$ cat src/rtl/pwm_pkg.sv
// pwm_pkg: shared constants, channel mode encoding and the channel mode
// decode helper for the PWM output peripheral.
// Optional build macro used by the consumers of this package:
//   PWM_SHADOW_DUTY_EN - the duty cycle is latched once per PWM period.
package pwm_pkg;

  localparam int NUM_CH = 16;
  localparam int CNT_W  = 8;
  localparam int PRE_W  = 16;

  localparam logic [CNT_W-1:0] DUTY_FULL = 8'hFF;
  localparam logic [CNT_W-1:0] CNT_MAX   = 8'hFF;

  typedef enum logic [1:0] {
    MODE_OFF         = 2'd0,
    MODE_STATIC_HIGH = 2'd1,
    MODE_PWM         = 2'd2
  } ch_mode_e;

  // Output enable has priority: a disabled channel is low whatever its mode bit.
  function automatic ch_mode_e ch_mode(input logic en_out, input logic en_pwm);
    ch_mode_e m;
    m = MODE_OFF;
    if (en_out) begin
      m = en_pwm ? MODE_PWM : MODE_STATIC_HIGH;
    end
    return m;
  endfunction

endpackage

$ cat src/rtl/pwm_prescaler.sv
// pwm_prescaler: free-running divider producing a one-cycle tick every
// CLK_DIV system clocks (every clock when CLK_DIV = 1).
// Parameters: CLK_DIV (1..65535) clocks per tick.
// Ports:
//   clk   in  system clock
//   rst_n in  asynchronous active-low reset
//   tick  out high on the last cycle of each CLK_DIV-cycle interval
module pwm_prescaler
  import pwm_pkg::*;
#(
  parameter int CLK_DIV = 13
) (
  input  logic clk,
  input  logic rst_n,
  output logic tick
);

  localparam logic [PRE_W-1:0] PRE_LAST = PRE_W'(CLK_DIV - 1);

  logic [PRE_W-1:0] pre;

  assign tick = (pre == PRE_LAST);

  always_ff @(posedge clk or negedge rst_n) begin
    if (!rst_n) begin
      pre <= '0;
    end else if (tick) begin
      pre <= '0;
    end else begin
      pre <= pre + 1'b1;
    end
  end

endmodule

$ cat src/rtl/pwm_peripheral.sv
// pwm_peripheral: drives 16 output pins from the SPI configuration registers.
// Each pin is off, static high, or follows one shared 8-bit PWM waveform.
// Build macro: PWM_SHADOW_DUTY_EN - when defined, the duty cycle is held in a
// shadow register that only reloads at the 255->0 counter wrap, so a period
// is never truncated or stretched by a mid-period duty write.
// Parameters: CLK_DIV (1..65535) system clocks per PWM counter step.
// Ports:
//   clk, rst_n         clock, asynchronous active-low reset
//   en_reg_out_15_8/7_0 per-channel output enable
//   en_reg_pwm_15_8/7_0 per-channel PWM mode select
//   pwm_duty_cycle     duty; 0xFF means always high
//   out                registered pin outputs
//   period_start       one-cycle pulse after each counter wrap
module pwm_peripheral
  import pwm_pkg::*;
#(
  parameter int CLK_DIV = 13
) (
  input  logic                  clk,
  input  logic                  rst_n,
  input  logic [7:0]            en_reg_out_7_0,
  input  logic [7:0]            en_reg_out_15_8,
  input  logic [7:0]            en_reg_pwm_7_0,
  input  logic [7:0]            en_reg_pwm_15_8,
  input  logic [7:0]            pwm_duty_cycle,
  output logic [NUM_CH-1:0]     out,
  output logic                  period_start
);

  logic             tick;
  logic             wrap;
  logic [CNT_W-1:0] cnt;
  logic [CNT_W-1:0] duty_eff;
  logic             pwm_sig;
  logic [NUM_CH-1:0] en_out;
  logic [NUM_CH-1:0] en_pwm;
  logic [NUM_CH-1:0] out_next;

  pwm_prescaler #(
    .CLK_DIV (CLK_DIV)
  ) u_prescaler (
    .clk   (clk),
    .rst_n (rst_n),
    .tick  (tick)
  );

  // The tick that moves cnt from 255 to 0.
  assign wrap = tick && (cnt == CNT_MAX);

  always_ff @(posedge clk or negedge rst_n) begin
    if (!rst_n) begin
      cnt <= '0;
    end else if (tick) begin
      cnt <= cnt + 1'b1;
    end
  end

`ifdef PWM_SHADOW_DUTY_EN
  logic [CNT_W-1:0] duty_shadow;

  always_ff @(posedge clk or negedge rst_n) begin
    if (!rst_n) begin
      duty_shadow <= '0;
    end else if (wrap) begin
      duty_shadow <= pwm_duty_cycle;
    end
  end

  assign duty_eff = duty_shadow;
`else
  assign duty_eff = pwm_duty_cycle;
`endif

  // 0xFF is special-cased so that "full" really is 256/256 high.
  assign pwm_sig = (duty_eff == DUTY_FULL) || (cnt < duty_eff);

  assign en_out = {en_reg_out_15_8, en_reg_out_7_0};
  assign en_pwm = {en_reg_pwm_15_8, en_reg_pwm_7_0};

  for (genvar g = 0; g < NUM_CH; g++) begin : g_ch
    ch_mode_e mode;
    assign mode        = ch_mode(en_out[g], en_pwm[g]);
    assign out_next[g] = (mode == MODE_PWM) ? pwm_sig : (mode == MODE_STATIC_HIGH);
  end

  always_ff @(posedge clk or negedge rst_n) begin
    if (!rst_n) begin
      out          <= '0;
      period_start <= 1'b0;
    end else begin
      out          <= out_next;
      period_start <= wrap;
    end
  end

endmodule

$ cat config.mk
export PLATFORM = sky130hd
export DESIGN_NAME = pwm_peripheral
export DESIGN_NICKNAME = d
export VERILOG_FILES = /design/src/rtl/pwm_pkg.sv /design/src/rtl/pwm_prescaler.sv /design/src/rtl/pwm_peripheral.sv
export SDC_FILE = /design/constraint.sdc
export NUM_CORES = 1
export LEC_CHECK = 0
export CAP_MARGIN = 20
export CORE_UTILIZATION = 50
export DETAILED_ROUTE_END_ITERATION = 10
export GPL_TIMING_DRIVEN = 1
export HOLD_SLACK_MARGIN = 0.03
export PLACE_DENSITY = 0.85
export SYNTH_ARGS = -nofsm -noshare
export SYNTH_HDL_FRONTEND = slang
export SYNTH_HIERARCHICAL = 1
export SYNTH_SLANG_ARGS = --single-unit
$ cat constraint.sdc
create_clock -name clk -period 4 [get_ports clk]
set_input_delay 0.4 -clock clk [delete_from_list [all_inputs] [get_ports clk]]
set_output_delay 0.4 -clock clk [all_outputs]
set_load 0.02 [all_outputs]
==> flow_metrics.tcl, run 1 <==
set metrics [dict create \
    path_cells "inv_1 -> ha_1 -> nor3b_1 -> and4_1 -> and3_1 -> and3_1 -> nand4_1 -> xnor2_1" \
    setup_viol 0 \
    power_leakage_nw 1.187 \
    via_count 1448 \
    syn_area_per_cell_um2 12.24 \
    cts.sinks 41 \
    grtUsageTotal_pct 22.08 \
    synthToLayoutAreaGrowth_pct 38.23 \
    ys.flop_type "dfrtp_1" \
    synth.largest_area_cell "dfrtp_1" \
    tns_ns 0 \
    critical_path.top_delay_family "simple AND/OR/NAND/NOR gates" \
    io_buffers 58 \
    syn_nets 210 \
    holdBufCountCts 0 \
    ys_ff_latch 41 \
    maxSlewViolCount 0 \
    status "completed" \
    synth-seq-area-share_pct 53.04 \
    relSlewSlack_pct 42.74 \
    fmax_mhz 473.3 \
    async_reset_ff_share_pct 100.0 \
    cts_max_level 2 \
    initial_utilization_pct 52.44 \
    rsz0062_at_grt "no" \
    drive_gt1_share_pct 11.71 \
    synth-edff-count 0 \
    cts_resized 0 \
    drcViolationCount 0 \
    fp.coreArea_mm2 0.003689 \
    hold_viol 0 \
    die_y_um 64.20 \
    first_iter_violations 62 \
    avgRoutedWirePerCell_um 14.88 \
    critPathArrivalTime_ns 2.28 \
    grt_max_degree 42 \
    pre_cts_slack_ns 1.670 \
    synth_cell_types 32 \
    rows 22 \
    syn_inst 158 \
    grt_pass1_wl_um 6782 \
    cpPeakStageDelay_ns 0.47 \
    hold_path_class "input pin to async pin" \
    tightest_slew_ns 0.8589 \
    endpoint_kind "register" \
    internal_power_mw 0.6845 \
    cp.required_ns 4.17 \
    path_common_cell "and3_1" \
    power.share.switching_pct 20.16 \
    die_w_um 64.20 \
    cts_tree "built" \
    finalCriticalPeriod_ns 2.113 \
    finalWorstSetupSlack_ns 1.887 \
    power_density_mw_per_mm2 320.7 \
    synthTopCellsByArea "dfrtp_1, ha_1, a21boi_2" \
    critPathKind "register to register" \
    clk_pin_slew_ns 0.08 \
    overflow 0 \
    p_sw_mw 0.1729 \
    critPathSlowestCell "dfrtp_1" \
    io_pins 59 \
    final_common_cell "clkdlybuf4s50_1" \
    maxCapViolCount 0 \
    fin_nets 273 \
    worstPathMaxFanout 10 \
    fill_cells 252 \
    ant_nets 0 \
    hold_slack_ns 0.2186 \
    dp_hpwl_um 2999 \
    antenna_found_initial 0 \
    skew_ns 0.007094 \
    critPathLaunchType "register" \
    finalCritPeriodShare_pct 52.82 \
    fin_area_mm2 0.002674 \
    viasPerCell 5.363 \
    placed_area_mm2 0.002557 \
    vdd_drop_max_uv 178.5 \
    gp_congestion 0.8923 \
    layout_common_cells "clkdlybuf4s50_1, dfrtp_1, xnor2_1" \
    numCtsBuffers 5 \
    firstDrtPassIters 4 \
    synthesis.area_mm2 0.001934 \
    n_antenna_cell 0 \
    clk_latency_ns 0.28 \
    grt_pass1_vias 1527 \
    yosys_warnings 6 \
    pwr-share-comb_pct 11.2 \
    yosysTopAreaCellShare_pct 53.04 \
    cts_buffer_depth 2 \
    die-area_mm2 0.004122 \
    cts_root_buffer "clkbuf_8" \
    clkPwrFrac_pct 39.2 \
    wl_um 4017 \
    path_buf_inv 1 \
    seqPwrFrac_pct 49.6 \
    post_cts_buffers 0 \
]
## cell usage after synthesis (2+ instances only)
library cell  number
inv_1              9
dfrtp_1           41
nor4_1             6
and3_1             4
ha_1              10
and4_1             2
nor2_1             8
nand4_1           11
a21boi_0           6
nand3_1            4
a21boi_2          10
xnor2_1           12
nand2_1            8
xor2_1             9
## cell families (layout without fill, tap and decap cells)
logic type	after synthesis	count (layout)	synth area share [%]
AND/OR/NAND/NOR	50	50	15.20
flip-flops	41	41	53.04
AO/OA/AOI/OAI	23	23	12.42
XOR/XNOR	21	21	9.509
buffers and inverters	12	76	2.781
adder cells (fa/ha/maj)	10	10	6.468
multiplexers	1	1	0.5821
## through the flow
step | cells | utilization [%] | power [mW]
after floorplan | 158 | - | 0.4599
after global routing | 270 | 72.49 | 0.8938
after CTS | 270 | 72.49 | 0.8654
after global placement | 262 | 69.34 | 0.5265
final | 270 | 72.49 | 0.8574
after detailed placement | 262 | 69.34 | 0.5307
## state kept, by name, indices dropped and copies added, names as in the netlist
| name | count |
|---|---|
| period_start | 1 |
| u_prescaler/pre | 16 |
| cnt | 8 |
| out | 16 |
## power by group through the flow
stage	logic [mW]	clock network [mW]	registers, mW
global placement	0.0939	0	0.433
finish	0.0961	0.336	0.425
CTS	0.0976	0.342	0.425
global route	0.104	0.364	0.426
detailed placement	0.0971	0	0.434
floorplan	0.0156	0	0.444
## routing by layer
metal	vias to the layer above	share of wire, %	GRT usage [%]
met4	0	1.8	7.500
met5	-	0	0
met1	685	40	24.88
met3	9	8.3	9.107
li1	687	-	-
met2	67	50	37.63
## path summary, 6_finish.rpt
kind                                          start  slack, ns                  end  depth (start not counted)
max in group asynchronous                     rst_n       3.24   u_prescaler/pre[3]                          1
worst min register to register  u_prescaler/pre[15]       0.50  u_prescaler/pre[15]                          1
worst min-delay path                          rst_n       0.22  u_prescaler/pre[10]                          1
min in group clk                u_prescaler/pre[15]       0.50  u_prescaler/pre[15]                          1
worst max-delay path             u_prescaler/pre[0]       1.89               cnt[7]                          8
worst max register to register   u_prescaler/pre[0]       1.89               cnt[7]                          8
## area by class of cell
type | instances | area, µm² | share of cell area (%)
Sequential cell | 41 | 1026 | 38.37
Tap cell | 48 | 60.06 | 2.246
Multi-Input combinational cell | 105 | 854.6 | 31.96
Clock buffer | 7 | 86.33 | 3.229
Clock inverter | 1 | 30.03 | 1.123
Inverter | 9 | 33.78 | 1.263
Timing Repair Buffer | 59 | 583.1 | 21.81
Power figures use the tool's default switching activity.
==> run 2: changes to the inputs <==
CORE_UTILIZATION = 42   (was 50)
PLACE_DENSITY = 0.76   (was 0.85)
clock period = 1.8 ns   (was 4 ns; I/O delays follow)
==> run 2 against run 1 <==
The flow now finishes with violations (setup timing). Routed wire length rose by 5.3%. Worst hold slack improved by 0.23 ns. Total power grew 100%. Via count up 4.7%. Count of clock-buffer cells in the layout is the same.
==> flow_metrics.tcl, run 2 (same netlist as run 1, synthesis figures left out) <==
set metrics [dict create \
    status "complete, but fails checks" \
    failed_checks "setup timing" \
    drive_gt1_share_pct 24.80 \
    worstHoldStart "en_reg_out_15_8[2]" \
    seqPwrFrac_pct 54.1 \
    cts_max_level 2 \
    internal_power_mw 1.380 \
    grt_pass1_vias 1508 \
    placed_cells 281 \
    die_w_um 69.87 \
    final_common_cell "clkdlybuf4s50_1" \
    cts_root_buffer "clkbuf_8" \
    io_pins 59 \
    drcViolationCount 0 \
    critPathKind "input pin to register" \
    antenna_found_initial 0 \
    maxCapViolCount 0 \
    wl_um 4228 \
    setup_viol 9 \
    power.share.switching_pct 20.90 \
    rrSetupSlack_ns 0.01 \
    numCtsBuffers 5 \
    first_iter_violations 73 \
    fin_area_mm2 0.002962 \
    grt_pass1_wl_um 6492 \
    cts.sinks 41 \
    tightest_slew_ns 0.4958 \
    fp.coreArea_mm2 0.004384 \
    power_leakage_nw 1.327 \
    layout_common_cells "clkdlybuf4s50_1, dfrtp_1, buf_4" \
    io_buffers 58 \
    placed_area_mm2 0.002688 \
    initial_utilization_pct 44.12 \
    clk_latency_ns 0.28 \
    holdPathEnd "out[10]" \
    r2r_end "out[14]" \
    overflow 0 \
    cp.required_ns 1.94 \
    fill_cells 338 \
    die_y_um 69.87 \
    n_antenna_cell 0 \
    critPathLaunchType "input pin" \
    reg_top3 "out x16, u_prescaler/pre x16, cnt x8" \
    r2r-start "cnt[5]" \
    dp_hpwl_um 2947 \
    firstDrtPassIters 4 \
    critPathArrivalTime_ns 1.96 \
    min_path_cells 2 \
    finalCriticalPeriod_ns 1.818 \
    finalWorstSetupSlack_ns -0.01796 \
    vdd_drop_max_uv 466.5 \
    grt_max_degree 42 \
    skew_ns 0.007999 \
    hold_viol 0 \
    endpoint_kind "register" \
    fin_nets 298 \
    clk_pin_slew_ns 0.07 \
    maxSlewViolCount 0 \
    rows 24 \
    stdcell_count 298 \
    avgRoutedWirePerCell_um 14.19 \
    final_util_pct 67.55 \
    die-area_mm2 0.004881 \
    worstPathMaxFanout 8 \
    hold_path_class "input pin to register" \
    reg2reg_depth 6 \
    power_density_mw_per_mm2 589.3 \
    synthToLayoutAreaGrowth_pct 53.10 \
    ant_nets 0 \
    p_sw_mw 0.3648 \
    viasPerCell 5.087 \
    pwr-share-comb_pct 12.8 \
    via_count 1516 \
    fmax_mhz 550.1 \
    relSlewSlack_pct 66.95 \
    cts_tree "built" \
    finalCritPeriodShare_pct 101.0 \
    cts_buffer_depth 2 \
    grtUsageTotal_pct 16.92 \
    clkPwrFrac_pct 33.1 \
    gp_congestion 0.8008 \
]
run 2: cell types whose count changed in the layout (fill, tap and decap cells not counted), moves of 2 or more:
| cell | previous run | this run |
|---|---|---|
| nor4_2 | 0 | 2 |
| and3_4 | 0 | 2 |
| nor4_1 | 6 | 4 |
| buf_4 | 1 | 23 |
| clkdlybuf4s50_1 | 57 | 55 |
| ha_4 | 0 | 3 |
| ha_1 | 10 | 7 |
| dlymetal6s2s_1 | 0 | 2 |
| and3_1 | 4 | 2 |
run 2: how the worst max path moves through the flow:
stage / from / to / slack [ns]
2_1_floorplan: u_prescaler/pre[0] / cnt[7] / 0.0009
3_3_place_gp: pwm_duty_cycle[7] / out[11] / -0.19
3_5_place_dp: pwm_duty_cycle[7] / out[14] / -0.24
4_1_cts: cnt[7] / out[14] / 0.03
5_1_grt: pwm_duty_cycle[7] / out[14] / -0.05
6_report: pwm_duty_cycle[7] / out[14] / -0.02
run 2: power groups by stage:
stage                     logic (mW)  clock network (mW)  registers [mW]
after global routing           0.243               0.650           0.945
after detailed placement       0.216                   0           0.962
after global placement         0.212                   0           0.961
after floorplan               0.0346                   0           0.987
after CTS                      0.218               0.593           0.944
final                          0.224               0.577           0.944
run 2: cell type report:
type	instances	area, µm²	area share (%)
flip-flops and latches	41	1027	34.69
multi-input cells	105	940.9	31.77
clock buffers	7	86.33	2.915
repair buffers	84	808.3	27.29
well taps	52	65.06	2.197
inverters	9	33.78	1.141
run 2: critical path, cell delays in order:
cell             delay (ns)
clkdlybuf4s50_1        0.49
inv_1                  0.08
ha_4                   0.28
and4_1                 0.19
o21ai_2                0.08
o32ai_4                0.38
buf_12                 0.17
a21boi_0               0.11
run 2: repair_timing:
item / in CTS / in global routing
resized for setup: 0 / 15
hold endpoints to repair: 41 / 0
setup endpoints to repair: 0 / 18
buffers inserted: 0 / 8
hold buffers: 1 / 0
run 2: stage by stage:
stage          TNS [ns]  hold slack, ns  worst slack, ns  power [mW]
2_1_floorplan         0         -0.1156        0.0009408       1.022
3_3_place_gp     -2.765          0.2657          -0.1931       1.174
3_5_place_dp     -3.157          0.2661          -0.2437       1.178
4_1_cts               0          0.4419          0.03437       1.755
5_1_grt         -0.3556          0.4414         -0.05040       1.837
6_report       -0.04849          0.4489         -0.01796       1.745
run 2: routing by layer:
metal | routed length (µm) | vias to the layer above | part of all wire (%) | track usage, %
met5 | 0 | - | 0 | 0
met4 | 52 | 0 | 1.2 | 6.889
met3 | 294 | 4 | 7.0 | 5.916
met2 | 2248 | 50 | 53 | 28.95
met1 | 1632 | 727 | 39 | 19.20
li1 | - | 735 | - | -
==> run 3: changes to the inputs <==
SKIP_CTS_REPAIR_TIMING = 1   (was not set)
SLEW_MARGIN = 0   (was not set)
==> run 3 against run 2 <==
The flow still finishes with violations (setup timing). Clock power about the same. Worst hold slack about the same. Clock skew decreased by 0.00058 ns. Flip-flop and latch count did not move. Routed wire length did not move. Final cell count did not move. Critical path type unchanged. Critical endpoint unchanged.
==> flow_metrics.tcl, run 3 (same netlist as run 1, synthesis figures left out) <==
set metrics [dict create \
    worstPathMaxFanout 8 \
    cts_tree "built" \
    gp_congestion 0.8008 \
    finalCritPeriodShare_pct 101.0 \
    finalCriticalPeriod_ns 1.818 \
    drcViolationCount 0 \
    vdd_drop_max_uv 466.4 \
    rows 24 \
    power_density_mw_per_mm2 589.0 \
    io_pins 59 \
    initial_utilization_pct 44.12 \
    die_w_um 69.87 \
    io_buffers 58 \
    overflow 0 \
    numCtsBuffers 5 \
    grt_max_degree 42 \
    fmax_mhz 550.1 \
    reg2reg_depth 6 \
    firstDrtPassIters 4 \
    die_y_um 69.87 \
    maxSlewViolCount 0 \
    synthToLayoutAreaGrowth_pct 53.10 \
    wl_um 4228 \
    clk_latency_ns 0.28 \
    cts_buffer_depth 2 \
    relSlewSlack_pct 66.98 \
    critPathLaunchType "input pin" \
    viasPerCell 5.077 \
    cts_root_buffer "clkbuf_8" \
    failed_checks "setup timing" \
    r2r-start "cnt[5]" \
    antenna_found_initial 0 \
    r2r_end "out[14]" \
    fin_nets 298 \
    tightest_slew_ns 0.4953 \
    cts_max_level 2 \
    final_util_pct 67.55 \
    finalWorstSetupSlack_ns -0.01791 \
    drive_gt1_share_pct 24.80 \
    via_count 1513 \
    critPathArrivalTime_ns 1.96 \
    avgRoutedWirePerCell_um 14.19 \
    ant_nets 0 \
    worstHoldStart "en_reg_out_15_8[2]" \
    rrSetupSlack_ns 0.01 \
    finalPower_mw 1.744 \
    final_common_cell "clkdlybuf4s50_1" \
    layout_common_cells "clkdlybuf4s50_1, dfrtp_1, buf_4" \
    status "complete, but fails checks" \
    critPathKind "input pin to register" \
    grt_pass1_wl_um 6492 \
    grtUsageTotal_pct 16.92 \
    holdPathEnd "out[10]" \
    cts.sinks 41 \
    hold_path_class "input pin to register" \
    first_iter_violations 87 \
    cp.required_ns 1.94 \
    maxCapViolCount 0 \
    grt_pass1_vias 1508 \
    reg_top3 "out x16, u_prescaler/pre x16, cnt x8" \
    die-area_mm2 0.004881 \
    fp.coreArea_mm2 0.004384 \
    setup_viol 9 \
    power_leakage_nw 1.327 \
    endpoint_kind "register" \
    skew_ns 0.007422 \
    dp_hpwl_um 2947 \
    min_path_cells 2 \
    hold_viol 0 \
    n_antenna_cell 0 \
    clk_pin_slew_ns 0.07 \
]
[run 3: cell counts in the layout (fill, tap and decap cells not counted)]
Identical to the previous run, type by type.
[run 3: critical path, cell delays in order]
cell and delay, ns:
clkdlybuf4s50_1 0.49, inv_1 0.08, ha_4 0.28, and4_1 0.19, o21ai_2 0.08, o32ai_4 0.38
buf_12 0.17, a21boi_0 0.11
[run 3: layout make-up]
| cell class | instances | area, µm² |
|---|---|---|
| clock buffers | 7 | 86.33 |
| fillers | 338 | 1423 |
| inverters | 9 | 33.78 |
| multi-input cells | 105 | 940.9 |
| flip-flops and latches | 41 | 1027 |
| well taps | 52 | 65.06 |
| repair buffers | 84 | 808.3 |
[run 3: through the flow]
step / hold WS, ns / area [µm²] / cells / setup TNS (ns) / setup WS [ns]
after floorplan: -0.1156 / 1937 / 158 / 0 / 0.0009408
after global placement: 0.2657 / 2688 / 281 / -2.765 / -0.1931
after detailed placement: 0.2661 / 2688 / 281 / -3.157 / -0.2437
after CTS: -0.03329 / 2774 / 288 / 0 / 0.03437
after global routing: 0.4414 / 2962 / 298 / -0.3556 / -0.05040
final: 0.4489 / 2962 / 298 / -0.04815 / -0.01791
[run 3: layer usage]
layer	wire length [µm]	share of wire, %	global-route usage (%)
met5	0	0	0
met4	52	1.2	6.889
met3	294	7.0	5.916
met2	2249	53	28.95
met1	1631	39	19.20
[run 3: power by group]
group          switching (mW)  internal (mW)  total (mW)
logic                  0.0869          0.137       0.224
registers             0.00448          0.939       0.944
clock network           0.273          0.304       0.577
total                   0.364           1.38        1.74
[run 3: how the worst max path moves through the flow]
stage                                   from  endpoint  slack (ns)  cells past startpoint
after floorplan           u_prescaler/pre[0]    cnt[7]      0.0009                      9
final                      pwm_duty_cycle[7]   out[14]       -0.02                      8
after CTS                             cnt[7]   out[14]        0.03                      6
after global placement     pwm_duty_cycle[7]   out[11]       -0.19                      8
after detailed placement   pwm_duty_cycle[7]   out[14]       -0.24                      8
after global routing       pwm_duty_cycle[7]   out[14]       -0.05                      8
==> patch (settings of run 2) <==
The option `PWM_SHADOW_DUTY_EN` is turned on by a define.
--- a/src/rtl/pwm_peripheral.sv
+++ b/src/rtl/pwm_peripheral.sv
@@ -11,6 +11,8 @@
 //   pwm_duty_cycle     duty; 0xFF means always high
 //   out                registered pin outputs
 //   period_start       one-cycle pulse after each counter wrap
+`define PWM_SHADOW_DUTY_EN
+
 module pwm_peripheral
   import pwm_pkg::*;
 #(
Check against the original RTL: not equivalent (a bounded check fails within 4 cycles, from zero or initial values and one cycle with rst_n low).
==> patch against run 2 <==
  * The flow still finishes with violations (setup timing)
  * Die area grew 15%
  * Worst setup slack worse by 0.12 ns
  * Synthesized area up 16%
  * Global-route usage increased by 2.2 points
  * Via count increased by 15%
  * Total power rose by 16%
  * Sequential cell count rose by 8
  * Largest cell class unchanged
  * Routed wire length increased by 19%
  * Count of clock-buffer cells in the layout did not move
  * Design area increased by 19%
==> patch: results (changes against run 2) <==
- Via count of the first global-routing pass: 1726 (+14%)
- Most common library cells after synthesis: 49 x sky130_fd_sc_hd__dfrtp_1, 11 x sky130_fd_sc_hd__nand4_1, 11 x sky130_fd_sc_hd__xor2_1
- Largest registers: out: 16 flops, u_prescaler/pre: 16 flops
- Total setup violations reported at the end of the flow: 8 (-1)
- Clock-pin slew reported for the worst setup and hold paths after clock tree synthesis: 0.09 ns (+0.02 ns)
- Total Nets Final: 334 (+12%)
- Biggest area contributors in the synthesized netlist: sky130_fd_sc_hd__dfrtp_1 55%, sky130_fd_sc_hd__ha_1 5.6%, sky130_fd_sc_hd__a21boi_2 5.0%
- Routability-driven placement congestion ratio: 0.857 (+7.1%)
- Overall fraction of global-route tracks in use: 19.1% (+2.2 points)
- Ratio of cells with drive above 1 in the final layout: 32.5% (+7.7 points)
- Number of levels in the clock H-tree: 2 (unchanged)
- Insertion delay to the later sink of the worst-skew pair: 0.31 ns (+0.03 ns)
- Post-Place Cell Area: 3210 sq um (+20%)
- Synthesized netlist cell count: 175 (+11%)
- Worst max-slew margin expressed relative to the limit: 61.7% (-5.2 points)
- Layout filler cell count: 369 (+9.2%)
- Post-DP HPWL: 3.57 mm (+21%)
- Post-synthesis to final-layout area growth: 57.8%
- Source of the worst register-to-register timing path: u_prescaler/pre[1]
- Startpoint kind of the worst setup timing path: flip-flop
- Starting DRC count in detailed routing: 85 (+16%)
- Worst min path class: in -> async
- Maximum number of pins on one net before global-route repair: 27 (-36%)
- Post-detailed-routing wire length: 5.02 mm (+19%)
- Leakage power figure: 0.00160 uW (+20%)
- Global-route wire length before repair: 7.75 mm (+19%)
- Layout Skew: 0.00460 ns (-0.00340 ns)
- Violated checks: setup timing
- Result of the run: finished with violations
- Post-synthesis sequential area ratio: 54.8% (+1.8 points)
- Post-route worst setup slack: -0.142 ns (-0.124 ns)
- Reg2Reg Depth: 9 (+3)
- Met2 routed WL: 2.55 mm (+14%)
- IR drop worst, VDD: 0.474 mV (+1.7%)
- Terminus of the critical flop-to-flop path: duty_eff[5]
patch: routing by layer:
| metal | GRT usage (%) | vias up |
|---|---|---|
| li1 | - | 831 |
| met1 | 23.5 | 837 |
| met2 | 30.5 | 67 |
| met3 | 7.50 | 7 |
| met4 | 7.34 | 0 |
| met5 | 0 | - |
patch: worst min path at each step:
stage / slack, ns / end / cells past startpoint / start
3_3_place_gp: 0.19 / duty_eff[6] / 1 / rst_n
2_1_floorplan: -0.12 / cnt[0] / 0 / rst_n
3_5_place_dp: 0.20 / duty_eff[7] / 1 / rst_n
6_report: 0.40 / duty_eff[7] / 2 / rst_n
5_1_grt: 0.41 / out[13] / 2 / en_reg_out_15_8[5]
4_1_cts: 0.41 / duty_eff[7] / 2 / rst_n
patch: worst max-delay path: stages (launching register included):
cell,delay [ns]
sky130_fd_sc_hd__dfrtp_1,0.38
sky130_fd_sc_hd__inv_1,0.06
sky130_fd_sc_hd__ha_2,0.16
sky130_fd_sc_hd__nor3b_4,0.16
sky130_fd_sc_hd__and4_1,0.22
sky130_fd_sc_hd__and3_4,0.21
sky130_fd_sc_hd__nand2_4,0.05
sky130_fd_sc_hd__nor2_4,0.14
sky130_fd_sc_hd__clkbuf_16,0.17
sky130_fd_sc_hd__mux2_4,0.29
patch: cell families after synthesis:
logic type      after synthesis  synth area share (%)
flops                        49                  54.8
compound gates               23                  10.8
xor+xnor                     21                  8.23
simple gates                 51                  13.6
fa+ha+maj                    10                  5.60
mux                           9                  4.53
buf+inv                      12                  2.41
patch: power by group:
group / switching [uW] / total [uW] / leakage [uW] / internal [uW]
combinational: 70.3 / 196 / 0.000896 / 126
clock: 358 / 706 / 0.0000542 / 348
sequential: 4.68 / 1120 / 0.000647 / 1120
total: 433 / 2020 / 0.00160 / 1590
patch: layout make-up:
type / count / share of cell area, %
sequential: 49 / 34.8
multi-input combinational: 114 / 31.1
timing repair buffer: 103 / 27.8
clock buffer: 7 / 2.73
tap: 70 / 2.48
inverter: 9 / 0.957
clock inverter: 1 / 0.142
patch: timing repair:
item                                   in CTS  in global routing
gates cloned                                1                  1
buffers inserted                            3                  7
pin swaps                                   3                 18
resized for setup                          12                 10
endpoints found under the hold margin      23                  0
hold buffers                                1                  0
setup endpoints to repair                  24                 26
patch: per-stage QoR:
| step | power (uW) | setup TNS, ns | setup WS [ns] |
|---|---|---|---|
| 5_1_grt | 2120 | -1.96 | -0.217 |
| 3_5_place_dp | 1340 | -3.07 | -0.152 |
| 4_1_cts | 2040 | -1.31 | -0.108 |
| 6_report | 2020 | -1.05 | -0.142 |
| 3_3_place_gp | 1340 | -2.36 | -0.152 |
| 2_1_floorplan | 1190 | -1.66 | -0.208 |
